--- src/rtl/rotor.sv ---
// rotor: three-rotor Enigma position controller.
// Holds left/middle/right rotor positions (0..25) and advances them once per
// rising edge of the rotate request, with notch-driven carries.
// Optional feature macro: ROTOR_DOUBLE_STEP_EN
//   defined   -> authentic middle-rotor double step
//   undefined -> pure odometer stepping
module rotor #(
    parameter int NUM_LETTERS = 26
) (
    input  logic       clock,
    input  logic       reset,
    input  logic       rotate,
    input  logic [2:0] rotor_type_2,
    input  logic [2:0] rotor_type_3,
    input  logic [4:0] rotor_start_1,
    input  logic [4:0] rotor_start_2,
    input  logic [4:0] rotor_start_3,
    output logic [4:0] rotor1,
    output logic [4:0] rotor2,
    output logic [4:0] rotor3
);

    localparam logic [4:0] LAST_POS = 5'(NUM_LETTERS - 1);

    logic [4:0] rotor1_q, rotor1_d;
    logic [4:0] rotor2_q, rotor2_d;
    logic [4:0] rotor3_q, rotor3_d;
    logic       rotate_q, rotate_d;
    logic       load_pending_q, load_pending_d;

    logic       step_req;
    logic       n2, n3;
    logic       adv1, adv2;

    // True when a wheel of the given type sits at its turnover letter.
    // Types VI..VIII carry two notches (Z and M).
    function automatic logic at_notch(input logic [2:0] wheel, input logic [4:0] pos);
        logic hit;
        case (wheel)
            3'd0:    hit = (pos == 5'd16);
            3'd1:    hit = (pos == 5'd4);
            3'd2:    hit = (pos == 5'd21);
            3'd3:    hit = (pos == 5'd9);
            3'd4:    hit = (pos == 5'd25);
            default: hit = (pos == 5'd25) || (pos == 5'd12);
        endcase
        return hit;
    endfunction

    // +1 modulo the alphabet size.
    function automatic logic [4:0] advance(input logic [4:0] pos);
        return (pos == LAST_POS) ? 5'd0 : pos + 5'd1;
    endfunction

    // Out-of-range start letters collapse to A.
    function automatic logic [4:0] clamp_start(input logic [4:0] s);
        return (32'(s) >= NUM_LETTERS) ? 5'd0 : s;
    endfunction

    assign step_req = rotate & ~rotate_q;
    assign n2       = at_notch(rotor_type_2, rotor2_q);
    assign n3       = at_notch(rotor_type_3, rotor3_q);

    // Carry decisions from pre-step positions.
`ifdef ROTOR_DOUBLE_STEP_EN
    assign adv2 = n3 | n2;
    assign adv1 = n2;
`else
    assign adv2 = n3;
    assign adv1 = n3 & n2;
`endif

    // Next-state: first cycle after reset loads start positions, otherwise step on request.
    always_comb begin
        rotor1_d       = rotor1_q;
        rotor2_d       = rotor2_q;
        rotor3_d       = rotor3_q;
        rotate_d       = rotate;
        load_pending_d = load_pending_q;
        if (load_pending_q) begin
            rotor1_d       = clamp_start(rotor_start_1);
            rotor2_d       = clamp_start(rotor_start_2);
            rotor3_d       = clamp_start(rotor_start_3);
            load_pending_d = 1'b0;
        end else if (step_req) begin
            rotor3_d = advance(rotor3_q);
            if (adv2) rotor2_d = advance(rotor2_q);
            if (adv1) rotor1_d = advance(rotor1_q);
        end
    end

    // State registers; reset clears positions and re-arms the start load.
    always_ff @(posedge clock or negedge reset) begin
        if (!reset) begin
            rotor1_q       <= 5'd0;
            rotor2_q       <= 5'd0;
            rotor3_q       <= 5'd0;
            rotate_q       <= 1'b0;
            load_pending_q <= 1'b1;
        end else begin
            rotor1_q       <= rotor1_d;
            rotor2_q       <= rotor2_d;
            rotor3_q       <= rotor3_d;
            rotate_q       <= rotate_d;
            load_pending_q <= load_pending_d;
        end
    end

    assign rotor1 = rotor1_q;
    assign rotor2 = rotor2_q;
    assign rotor3 = rotor3_q;

endmodule

--- config.mk ---
export PLATFORM = sky130hd
export DESIGN_NAME = rotor
export DESIGN_NICKNAME = d
export VERILOG_FILES = /design/src/rtl/rotor.sv
export SDC_FILE = /design/constraint.sdc
export NUM_CORES = 1
export LEC_CHECK = 0
export ABC_AREA = 1
export ABC_CLOCK_PERIOD_IN_PS = 2009
export BUFFER_PORTS_ARGS = -buffer_cell sky130_fd_sc_hd__buf_2
export CAP_MARGIN = 20
export CELL_PAD_IN_SITES_DETAIL_PLACEMENT = 1
export CELL_PAD_IN_SITES_GLOBAL_PLACEMENT = 1
export CORE_ASPECT_RATIO = 1.2
export CORE_UTILIZATION = 30
export DETAILED_ROUTE_END_ITERATION = 6
export PLACE_DENSITY = 0.68
export SLEW_MARGIN = 15
export SYNTH_ARGS = -nofsm -noshare
export SYNTH_HDL_FRONTEND = slang
export SYNTH_SLANG_ARGS = --single-unit
export TNS_END_PERCENT = 1
--- constraint.sdc ---
create_clock -name clock -period 2.01 [get_ports clock]
set_input_delay 0.1005 -clock clock [delete_from_list [all_inputs] [get_ports clock]]
set_output_delay 0.1005 -clock clock [all_outputs]
set_load 0.1 [all_outputs]
After elaboration in Yosys (flattened, before gate mapping)
Index checks and enable logic that the tools add are counted.
{"block": "totals", "inputBits": 24, "regBits": 17, "mem_count": 0, "mem_bits_rw": 0, "mem_bits_ro": 0, "elab_cells": 60, "latchBits": 0, "out_inout_bits": 15}
{"block": "classes", "shifts": 0, "muxes": 16, "n_addsub": 3, "bitwise_logic": 3, "n_lt_le_gt_ge": 3, "n_eq_ne": 21, "reduce_logical": 9, "multipliers": 0, "n_div": 0}
{"cell": "$mux 5", "count": 14}
{"cell": "$eq 5x5->1 const B", "count": 7}
{"cell": "$eq 5x4->1 const B", "count": 4}
{"cell": "$add 5x1->5 const B", "count": 3}
{"cell": "$ge 5x5->1 const B", "count": 3}
{"cell": "$eq 3x2->1 const B", "count": 4}
{"cell": "$eq 5x3->1 const B", "count": 2}
{"cell": "$pmux 1 s5", "count": 2}
{"cell": "$eq 3x1->1 const B", "count": 2}
{"cell": "$eq 3x3->1 const B", "count": 2}
{"cell": "$logic_not 3->1", "count": 2}
{"cell": "$reduce_bool 2->1", "count": 3}
{"cell": "$reduce_and 2->1", "count": 2}
{"cell": "$and 1x1->1", "count": 2}
{"cell": "$logic_or 1x1->1", "count": 2}
{"cell": "$not 1->1", "count": 1}

Longest topological paths before layout
{"block": "logic_depth", "depth_word": 7, "depth_mapped": 12, "depth_no_buf": 12}

Worst setup path after synthesis
No wires, ideal clock.
{"block": "synth_timing", "kind": "flip-flop to flip-flop", "from": "reg rotor3_q[0], in the netlist rotor3[0]", "to": "reg rotor1_q[0], in the netlist rotor1[0]", "n_path_buf": 1, "setup_ns": 0.123, "t_required_ns": 1.887, "synth_period_minus_slack_ns": 2.199, "path_stages_with_launch": 12, "setup_slack_ns": -0.189, "arrival_ns": 2.077, "cell_sequence": "dfrtp_1 inv_1 ha_1 nand3_1 o21ai_1 nand2_1 a21boi_2 nand2_2 nand2_4 buf_6 nand3_1 nand2_1"}
{"block": "synth_between", "elab_chain_cells": 6, "elab_cells_between_ends": 11, "cone_classes": "eq/ne (6); mux (1); bitwise (1); reduce/logical (3)"}
{"item": "start, declared", "line_no": "27", "text": "logic [4:0] rotor3_q, rotor3_d;"}
{"item": "start signal, assigned", "line_no": "103", "text": "rotor3_q <= rotor3_d;"}
{"item": "$eq 5x5->1 / $eq 5x4->1 (equally long branches)", "line_no": "44, 45"}
{"item": "$logic_or 1x1->1", "line_no": "45", "text": "default: hit = (pos == 5'd25) || (pos == 5'd12);"}
{"item": "$pmux 1 s5 (*)", "line_no": "39", "text": "case (wheel)"}
{"item": "$and 1x1->1 (*)", "line_no": "70", "text": "assign adv1 = n3 & n2;"}
{"item": "$reduce_bool 2->1 (no source line) (*)"}
{"item": "$reduce_and 2->1 (no source line) (*)"}
{"item": "end signal, assigned", "line_no": "101", "text": "rotor1_q <= rotor1_d;"}
{"item": "end, declared", "line_no": "25", "text": "logic [4:0] rotor1_q, rotor1_d;"}
Mark *: on every way between the ends. The rest lies on a longest branch, timed or not.
A chain may end at the register's enable or synchronous reset.

Worst setup path after layout
Same ends and word-level chain as after synthesis.

==> impl_metrics.prom <==
# TYPE chip_impl_metric gauge
chip_impl_metric{name="n_antenna_cell",unit=""} 0
chip_impl_metric{name="die_area",unit="µm²"} 4620
chip_impl_metric{name="worst_ir_drop_vdd",unit="V"} 0.000723
chip_impl_metric{name="route.antenna.remaining_nets",unit=""} 0
chip_impl_metric{name="slew_headroom",unit=""} 0.663
chip_impl_metric{name="final-instance-count-excl-fill",unit=""} 277
chip_impl_info{name="synth.largest_area_cell",value="sky130_fd_sc_hd__dfrtp_1"} 1
chip_impl_metric{name="totalPowerFinal",unit="mW"} 1.68
chip_impl_metric{name="synth_adder_area_share",unit=""} 0.0767
chip_impl_metric{name="grt_max_degree",unit=""} 18
chip_impl_metric{name="synthSimpleGateAreaFrac",unit=""} 0.265
chip_impl_metric{name="drv_cap",unit=""} 0
chip_impl_metric{name="whs_path_depth",unit=""} 3
chip_impl_metric{name="grt.total_usage",unit=""} 0.168
chip_impl_metric{name="dp_cells",unit=""} 271
chip_impl_metric{name="synthesis.area_per_instance",unit="µm²"} 7.17
chip_impl_metric{name="power.sequential.fraction",unit=""} 0.314
chip_impl_info{name="critical-path-top-cell-by-count",value="sky130_fd_sc_hd__nand2_1"} 1
chip_impl_metric{name="cts-htree-levels",unit=""} 1
chip_impl_metric{name="gpl.final_weighted_congestion",unit=""} 0.780
chip_impl_info{name="crit_path_top_delay_cell",value="sky130_fd_sc_hd__dfrtp_2"} 1
chip_impl_metric{name="synth_top_area_frac",unit=""} 0.307
chip_impl_metric{name="synth-xor-area-share",unit=""} 0.0537
chip_impl_info{name="route.top_layer_used",value="met4"} 1
chip_impl_metric{name="wp_data_required",unit="ns"} 2.15
chip_impl_metric{name="port_buffers",unit=""} 38
chip_impl_metric{name="vias",unit=""} 1334
chip_impl_metric{name="net-switching-power",unit="mW"} 0.939
chip_impl_metric{name="final_core_util",unit=""} 0.398
chip_impl_metric{name="timing.critical_path.arrival",unit="ns"} 1.87
chip_impl_info{name="run_status",value="completed"} 1
chip_impl_metric{name="wl_per_cell",unit="µm"} 12.8
chip_impl_metric{name="clkTransAtPathRegs",unit="ns"} 0.07
chip_impl_info{name="worstSetupPathType",value="flip-flop to flip-flop"} 1
chip_impl_metric{name="floorplan.initialDensity",unit=""} 0.321
chip_impl_metric{name="post-cts-setup-buffer-count",unit=""} 0
chip_impl_info{name="start_kind",value="flip-flop"} 1
chip_impl_metric{name="grt_antenna_before_repair",unit=""} 0
chip_impl_metric{name="fraction_of_power_spent_switching_nets",unit=""} 0.560
chip_impl_metric{name="cell_count_after_synthesis",unit=""} 182
chip_impl_metric{name="syn_nets",unit=""} 214
chip_impl_metric{name="via_per_inst",unit=""} 4.82
chip_impl_metric{name="setup_viol_count_final",unit=""} 0
chip_impl_metric{name="yosysWarnings",unit=""} 0
chip_impl_metric{name="first_pass_iters",unit=""} 3
chip_impl_metric{name="postPlaceCellArea",unit="µm²"} 1550
chip_impl_metric{name="die_y",unit="µm"} 74.3
chip_impl_metric{name="share_of_cell_area_taken_by_muxes_after_synthesis",unit=""} 0
chip_impl_metric{name="detail_route.wirelength",unit="µm"} 3550
chip_impl_info{name="hold_class",value="input port to flip-flop"} 1
chip_impl_info{name="worstHoldStart",value="rotor_start_3[2]"} 1
chip_impl_metric{name="die_width",unit="µm"} 62.2
chip_impl_metric{name="final_layout_size_suffix_gt1_frac",unit=""} 0.260
chip_impl_metric{name="finalClockSkew",unit="ns"} 0.00112
chip_impl_info{name="top_cells_by_area_in_the_synthesized_netlist",value="sky130_fd_sc_hd__dfrtp_1, sky130_fd_sc_hd__nand2_1, sky130_fd_sc_hd__nand3_1"} 1
chip_impl_metric{name="synth_cell_types",unit=""} 26
chip_impl_info{name="worstSetupEndpointType",value="flip-flop"} 1
chip_impl_metric{name="post-route-drc-count",unit=""} 0
chip_impl_metric{name="floorplan.rows",unit=""} 25
chip_impl_metric{name="totalNegativeSetupSlack",unit="ns"} 0
chip_impl_metric{name="mappedNetlistArea",unit="µm²"} 1310
chip_impl_metric{name="wl_met3",unit="µm"} 83
chip_impl_metric{name="crit_fanout",unit=""} 16
chip_impl_metric{name="powerDensity",unit="nW/µm²"} 1040
chip_impl_metric{name="worst_r2r_path_depth",unit=""} 11
chip_impl_info{name="final_common_cell",value="sky130_fd_sc_hd__buf_2"} 1
chip_impl_info{name="tritoncts",value="yes"} 1
chip_impl_metric{name="m1WireLength",unit="µm"} 1670
chip_impl_info{name="grt_setup_unrepaired",value="no"} 1
chip_impl_metric{name="synth_compound_area_frac",unit=""} 0.182
chip_impl_metric{name="clk_latency",unit="ns"} 0.25
chip_impl_metric{name="routed-wl-met2",unit="µm"} 1770
chip_impl_metric{name="ys_seq_elements",unit=""} 17
chip_impl_info{name="worst_r2r_startpoint",value="rotor3[0]"} 1
chip_impl_metric{name="global_route.overflow_total",unit=""} 0
chip_impl_metric{name="clk_network_pwr_share",unit=""} 0.154
chip_impl_metric{name="ios",unit=""} 39
chip_impl_metric{name="comb_power_share",unit=""} 0.532
chip_impl_metric{name="leakagePower",unit="nW"} 0.821
chip_impl_info{name="regToRegEndpoint",value="rotor1[0]"} 1
chip_impl_metric{name="critical-path-max-stage-delay",unit="ns"} 0.44
chip_impl_metric{name="dp.final_hpwl",unit="µm"} 2900
chip_impl_metric{name="finalCriticalPeriod",unit="ns"} 1.73
chip_impl_info{name="cp_cell_sequence",value="inv_1 > ha_1 > nand3_1 > o21ai_1 > nand2_1 > a21boi_2 > nand2_2 > nand2_4 > nand2_2 > nand2_1 > nand2_1"} 1
chip_impl_metric{name="via_count_of_the_first_global_routing_pass",unit=""} 1357
chip_impl_metric{name="ctsLongestPathBuffers",unit=""} 2
chip_impl_info{name="dominant_combinational_cell_family_by_area_after_synthesis",value="simple AND/OR/NAND/NOR gates"} 1
chip_impl_metric{name="post-route-period-util",unit=""} 0.860
chip_impl_metric{name="clock_sinks",unit=""} 17
chip_impl_info{name="leading_cell_types_in_the_layout_fill_and_taps_excluded",value="sky130_fd_sc_hd__buf_2, sky130_fd_sc_hd__nand2_1, sky130_fd_sc_hd__nand3_1"} 1
chip_impl_metric{name="detailedPlace.worstSlack",unit="ns"} 0.191
chip_impl_metric{name="cts_inserted_buffers",unit=""} 3
chip_impl_metric{name="ff2ff_setup_slack",unit="ns"} 0.28
chip_impl_info{name="clock_tree.root_cell",value="sky130_fd_sc_hd__clkbuf_8"} 1
chip_impl_metric{name="finalHoldViolCount",unit=""} 0
chip_impl_metric{name="final_nets",unit=""} 256
chip_impl_metric{name="core-area",unit="µm²"} 4070
chip_impl_metric{name="hold_slack",unit="ns"} 0.158
chip_impl_metric{name="cell_int_power",unit="mW"} 0.739
chip_impl_metric{name="nFillCells",unit=""} 544
chip_impl_metric{name="global_route_wire_length_before_repair",unit="µm"} 6110
chip_impl_metric{name="yosysSeqAreaShare",unit=""} 0.327
chip_impl_metric{name="final_cell_area",unit="µm²"} 1620
chip_impl_info{name="timing.hold.worst_endpoint",value="rotor3[2]"} 1
chip_impl_metric{name="layout_setup_ws",unit="ns"} 0.280
chip_impl_metric{name="synthToLayoutAreaGrowth",unit="%"} 23.9
chip_impl_metric{name="max_clock_freq",unit="MHz"} 578
chip_impl_metric{name="timing.final.max_slew_violations",unit=""} 0
chip_impl_metric{name="worst_slew_pin_slew",unit="ns"} 0.503
chip_impl_metric{name="detailedRoute.firstIterationViolations",unit=""} 25
[cell families (layout without fill, tap and decap cells)]
family | count (synthesis) | in the layout
simple gates | 78 | 78
flops | 17 | 17
xor+xnor | 8 | 8
buf+inv | 28 | 69
compound gates | 42 | 42
fa+ha+maj | 8 | 8
other cells | 1 | 1
[registers in the layout, indices dropped and copies added (netlist names)]
signal,cells
rotor2,5
rotor1,5
load_pending_q,1
rotate_q,1
rotor3,5
[power by group through the flow]
stage	Clock [mW]	Sequential [mW]	Combinational, mW
after floorplan	0	0.965	0.278
after global placement	0	0.532	0.893
after detailed placement	0	0.531	0.897
after CTS	0.263	0.527	0.901
after global routing	0.279	0.541	0.960
final	0.258	0.527	0.893
[how the worst max path moves through the flow]
stage | to | from | depth (start not counted)
global route | rotor1[0] | rotor3[0] | 11
CTS | rotor1[4] | rotor3[0] | 11
global placement | rotor1[4] | rotor3[0] | 11
detailed placement | rotor1[1] | rotor3[0] | 11
floorplan | rotor1[0] | rotor1[0] | 6
finish | rotor1[0] | rotor3[0] | 11
[routing by layer]
layer | vias up | global-route usage
li1 | 685 | -
met1 | 626 | 0.203
met2 | 21 | 0.317
met3 | 2 | 0.0184
met4 | 0 | 0.0465
met5 | - | 0
[worst max-delay path, delay by kind of cell, from the launching register on]
family          cells  cell delay, ns
fa+ha+maj           1            0.17
flops               1            0.44
simple gates        7            0.62
compound gates      2            0.26
buf+inv             1            0.13
[Yosys cell counts]
cell type                  instances
sky130_fd_sc_hd__o21ai_2           1
sky130_fd_sc_hd__or2_2             1
sky130_fd_sc_hd__nand2_4           1
sky130_fd_sc_hd__dfrtp_1          16
sky130_fd_sc_hd__ha_1              8
sky130_fd_sc_hd__a22oi_1           3
sky130_fd_sc_hd__conb_1            1
sky130_fd_sc_hd__buf_2             1
sky130_fd_sc_hd__nand2_2           2
sky130_fd_sc_hd__nand4_1           1
sky130_fd_sc_hd__nand3_1          28
sky130_fd_sc_hd__nand2_1          38
sky130_fd_sc_hd__o22ai_1           2
sky130_fd_sc_hd__o31ai_1           1
sky130_fd_sc_hd__xnor2_1           2
sky130_fd_sc_hd__o21ai_0          16
sky130_fd_sc_hd__buf_6             2
sky130_fd_sc_hd__dfstp_2           1
sky130_fd_sc_hd__a21boi_2          1
sky130_fd_sc_hd__o21ai_1           6
sky130_fd_sc_hd__clkbuf_1          1
sky130_fd_sc_hd__a21oi_1          10
sky130_fd_sc_hd__o211ai_1          2
sky130_fd_sc_hd__xor2_1            6
sky130_fd_sc_hd__nor2_1            7
sky130_fd_sc_hd__inv_1            24
[layout make-up]
cell class                 instances  area (µm²)  area share
multi-input combinational        137         759       0.470
clock inverter                     1        5.00     0.00310
clock buffer                       3        41.3      0.0255
tap                               54        67.6      0.0418
inverter                          24        90.1      0.0557
sequential                        17         435       0.269
timing repair buffer              41         218       0.135
[repair_timing]
action | in CTS | in global routing
setup endpoints to repair | 0 | 4
gates resized for setup | 0 | 1
hold endpoints to repair | 17 | 0
hold buffers | 2 | 0
Note: power is estimated with default switching activity, not from simulation.
